==> src/rtl/fifo_write_ctrl.sv <==
// rtl/fifo_write_ctrl.sv - write-side controller for the dual-clock packet FIFO
//
// Purpose: tracks the write pointer, publishes a gray-coded pointer to the read
// domain, and reports full / almost-full / occupancy / overflow. In packet mode
// the published pointer advances only on commit, and pending writes can be
// discarded with abort.
//
// Ports:
//   clk, rst       write-domain clock, synchronous active-high reset
//   winc           write request
//   wcommit        publish pending writes (packet mode only)
//   wabort         discard pending writes (packet mode only)
//   rq2_rptr_gray  read pointer (gray), already synchronised into clk
//   afull_thresh   almost-full level, 1..DEPTH
//   write_en       memory write strobe (combinational)
//   waddr          memory write address
//   wptr_gray      published write pointer (gray), registered
//   wfull          full flag, registered
//   wafull         almost-full flag, registered
//   wcount         occupancy seen from the write side, registered
//   woverflow      sticky: a write was attempted while full
module fifo_write_ctrl #(
    parameter int PTR_SZ   = 3,
    parameter int PKT_MODE = 0
) (
    input  logic              clk,
    input  logic              rst,
    input  logic              winc,
    input  logic              wcommit,
    input  logic              wabort,
    input  logic [PTR_SZ:0]   rq2_rptr_gray,
    input  logic [PTR_SZ:0]   afull_thresh,
    output logic              write_en,
    output logic [PTR_SZ-1:0] waddr,
    output logic [PTR_SZ:0]   wptr_gray,
    output logic              wfull,
    output logic              wafull,
    output logic [PTR_SZ:0]   wcount,
    output logic              woverflow
);

    localparam logic [PTR_SZ:0] DEPTH = (PTR_SZ+1)'(1) << PTR_SZ;
    localparam logic [PTR_SZ:0] ONE   = (PTR_SZ+1)'(1);

    logic [PTR_SZ:0] wbin_q, wbin_d;
    logic [PTR_SZ:0] cbin_q, cbin_d;
    logic [PTR_SZ:0] wptr_gray_q;
    logic [PTR_SZ:0] wcount_q, count_d;
    logic [PTR_SZ:0] rbin;
    logic            wfull_q, wafull_q, woverflow_q;
    logic            abort, commit;

    function automatic logic [PTR_SZ:0] gray2bin(input logic [PTR_SZ:0] g);
        logic [PTR_SZ:0] b;
        b[PTR_SZ] = g[PTR_SZ];
        for (int i = PTR_SZ - 1; i >= 0; i--) begin
            b[i] = b[i+1] ^ g[i];
        end
        return b;
    endfunction

    assign abort  = (PKT_MODE != 0) && wabort;
    assign commit = (PKT_MODE != 0) && wcommit;

    // Uses the registered full flag: a slot freed this cycle is not usable
    // until the next edge, keeping the flag pessimistic.
    assign write_en = winc & ~wfull_q & ~abort;
    assign waddr    = wbin_q[PTR_SZ-1:0];
    assign rbin     = gray2bin(rq2_rptr_gray);

    always_comb begin
        wbin_d = wbin_q;
        cbin_d = cbin_q;
        if (abort) begin
            // Abort rewinds to the last committed point and wins over commit.
            wbin_d = cbin_q;
        end else if (write_en) begin
            wbin_d = wbin_q + ONE;
        end
        if (PKT_MODE == 0) begin
            cbin_d = wbin_d;
        end else if (commit && !abort) begin
            cbin_d = wbin_d;
        end
        // Uncommitted writes still occupy space, so count from the working pointer.
        count_d = wbin_d - rbin;
    end

    always_ff @(posedge clk) begin
        if (rst) begin
            wbin_q       <= '0;
            cbin_q       <= '0;
            wptr_gray_q  <= '0;
            wcount_q     <= '0;
            wfull_q      <= 1'b0;
            wafull_q     <= 1'b0;
            woverflow_q  <= 1'b0;
        end else begin
            wbin_q      <= wbin_d;
            cbin_q      <= cbin_d;
            wptr_gray_q <= cbin_d ^ (cbin_d >> 1);
            wcount_q    <= count_d;
            wfull_q     <= (count_d == DEPTH);
            wafull_q    <= (count_d >= afull_thresh);
            if (winc && wfull_q) begin
                woverflow_q <= 1'b1;
            end
        end
    end

    assign wptr_gray = wptr_gray_q;
    assign wfull     = wfull_q;
    assign wafull    = wafull_q;
    assign wcount    = wcount_q;
    assign woverflow = woverflow_q;

endmodule

==> config.mk <==
export PLATFORM = sky130hd
export DESIGN_NAME = fifo_write_ctrl
export DESIGN_NICKNAME = d
export VERILOG_FILES = /design/src/rtl/fifo_write_ctrl.sv
export SDC_FILE = /design/constraint.sdc
export NUM_CORES = 1
export LEC_CHECK = 0
export CAP_MARGIN = 30
export CORE_MARGIN = 2
export CORE_UTILIZATION = 45
export CTS_BUF_LIST = sky130_fd_sc_hd__clkbuf_16
export DETAILED_ROUTE_END_ITERATION = 10
export PLACE_DENSITY = 0.85
export SYNTH_ARGS = -nofsm -noshare
export SYNTH_HDL_FRONTEND = slang
export SYNTH_SLANG_ARGS = --single-unit
==> constraint.sdc <==
create_clock -name clk -period 7.9 [get_ports clk]
set_input_delay 1.185 -clock clk [delete_from_list [all_inputs] [get_ports clk]]
set_output_delay 1.185 -clock clk [all_outputs]
set_load 0.02 [all_outputs]
==> impl_metrics.ini <==
[logic_synthesis]
synth.distinct_cells = 23
synth.cell_area_um2 = 748
synth_warnings = 0
syn-instance-count = 74
synth_top_area_cell = dfxtp_1
synth_xor_area_share_pct = 19.2
ys_ff_latch = 14
synthTopCellsByArea = dfxtp_1, ha_1, xnor2_1
synth-compound-area-share_pct = 7.36
avgSynthCellArea_um2 = 10.1
synth_top_family_by_area = XOR/XNOR gates
synth_nets = 95
synthMuxAreaShare_pct = 3.34
yosysSeqAreaShare_pct = 37.5
synthSimpleGateAreaFrac_pct = 14.2
synthAdderAreaFrac_pct = 13.4
synth_top_area_share_pct = 37.5

[timing]
setup-violations-final = 0
rsz0062_at_grt = false
setup_tns_ns = 0
skew_ns = 0.00123
layout_worst_path_cycle_share_pct = 54.7
hold_viol = 0
final_max_slew_viol_count = 0
worst_pin_slew_ns = 0.635
slew_headroom_pct = 57.6
min_period_ns = 4.32
timing.fmax_mhz = 231

[worst_setup_path]
cp.required_ns = 8.01
endpoint_kind = flop
cp_slowest_cell = nor2b_1
path_cells = clkdlybuf4s50_1 > nor2b_1 > nand2_1 > xor2_1 > inv_1 > ha_1 > nor2b_1 > a221oi_2 > xor2_1 > inv_1 > ha_1 > a21oi_1 > nor2_1
critPathLaunchType = input pin
crit_path_max_fanout = 7
crit_type = in2reg
cp.arrival_ns = 4.43
cpPeakStageDelay_ns = 0.54

[clock_tree]
clk_pin_slew_ns = 0.05
clockBufferDepth = 2
cts_resized = 0
clock-sinks = 14
clock_latency_ns = 0.24
tritoncts = built
cts_hold_buf = 0
cts_buffers = 3
cts.htree.levels = 1
cts_post_setup_buffers_inserted = 0
root_buffer = clkbuf_16

[cells_and_area]
final_common_cell = clkdlybuf4s50_1
seqCellArea_um2 = 280
multi_input_area_um2 = 430
final_nets = 123
layout_common_cells = clkdlybuf4s50_1, dfxtp_1, nor2_1
drive_gt1_share_pct = 6.93
num_antenna_cells = 0
fill_cells = 120
area_growth_pct = 44.6

[floorplanning]
fp.coreArea_mm2 = 0.00152
die_w_um = 44.8
die_area_mm2 = 0.00200
fp.dieH_um = 44.8
ios = 28
initial_core_util_pct = 49.1
rows = 14

[pwr]
total_power_w = 0.000316
max-vdd-ir-drop_mv = 0.245
leakagePower_nw = 0.474
p_per_area_mw_per_mm2 = 292

[global_route]
antenna_found_initial = 0
grt_usage_pct = 17.7
grt_first_pass_wirelength_um = 2490
grt_overflow_total = 0
grt_max_degree = 15
grt_pass1_vias = 613

[routing]
via_per_inst = 5.05
wl_per_cell_um = 12.4
wl_met3_um = 86
highest_layer = met4
ant_nets = 0
first_iter_violations = 5
wirelength_um = 1460
firstDrtPassIters = 4
route.detailed.drc = 0
wl_met1_um = 620
num_vias = 591
wl_met2_um = 721

[placed_design]
port_buffers = 25
gp_congestion = 0.738
post-dp-hpwl_um = 1100

[run]
max-cap-violations = 0

[outcome]
status = completed

[worst_hold_path]
hold_path_class = reg2reg
-- per-stage QoR --
stage | setup WS [ns] | instance area, um^2 | util (%) | hold slack [ns] | instances
after CTS | 3.56 | 1080 | 71.0 | 0.470 | 117
after floorplan | 4.43 | 748 | - | 0.570 | 74
final | 3.58 | 1080 | 71.0 | 0.471 | 117
after global routing | 3.28 | 1080 | 71.0 | 0.502 | 117
after detailed placement | 3.36 | 1000 | 65.8 | 0.456 | 113
after global placement | 3.41 | 1000 | 65.8 | 0.445 | 113
-- critical path: cells and delay by family --
kind,cells,cell delay (ns)
buffers and inverters,3,0.67
adders and majority gates,2,0.63
xor gates and xnor gates,2,0.66
AOI/OAI and AO/OA,2,0.40
and+or+nand+nor,4,0.89
-- layout make-up --
type / count / share of cell area [%]
Sequential cell: 14 / 25.9
Inverter: 6 / 2.08
Clock buffer: 3 / 6.94
Tap cell: 16 / 1.85
Timing Repair Buffer: 25 / 23.1
Clock inverter: 1 / 0.347
Multi-Input combinational cell: 52 / 39.8
-- report_power, final --
group | switching (W) | internal (W) | total, W
clock network | 0.0000292 | 0.0000669 | 0.0000962
logic | 0.0000637 | 0.0000666 | 0.000130
registers | 0.00000582 | 0.0000842 | 0.0000900
total | 0.0000987 | 0.000218 | 0.000316
-- metal layers --
layer	GRT usage, %	up-vias
met5	0	-
met4	7.06	0
met3	6.00	5
met2	30.4	19
met1	20.1	272
li1	-	295
-- sequential cells by signal (all words and copies together), names as in the netlist --
name,count
wafull,1
wbin_q,4
wcount,4
wfull,1
woverflow,1
wptr_gray,3
-- kinds of logic after synthesis --
family	after synthesis
fa+ha+maj	8
buf+inv	8
mux	2
compound gates	7
xor+xnor	13
simple gates	22
flops	14
-- path summary, 6_finish.rpt --
path	startpoint	endpoint	slack, ns	cells after the start
min	woverflow	woverflow	0.47	2
min reg2reg	woverflow	woverflow	0.47	2
max reg2reg	wfull	wafull	4.73	12
max	winc	wafull	3.58	13
-- Yosys cell counts --
library cell	count
nand4bb_1	1
dfxtp_1	14
xor2_1	3
a21oi_1	3
nand2_1	2
clkbuf_1	1
nor2_1	12
inv_1	6
o311a_1	1
buf_6	1
a21o_1	2
nand2b_1	1
a221oi_2	1
xor3_1	1
ha_1	8
mux2i_1	1
xnor2_2	1
mux2_4	1
xnor2_1	7
nand4_1	1
nor2b_1	4
nor3_1	1
xor2_2	1
(Power assumes the default switching activity.)
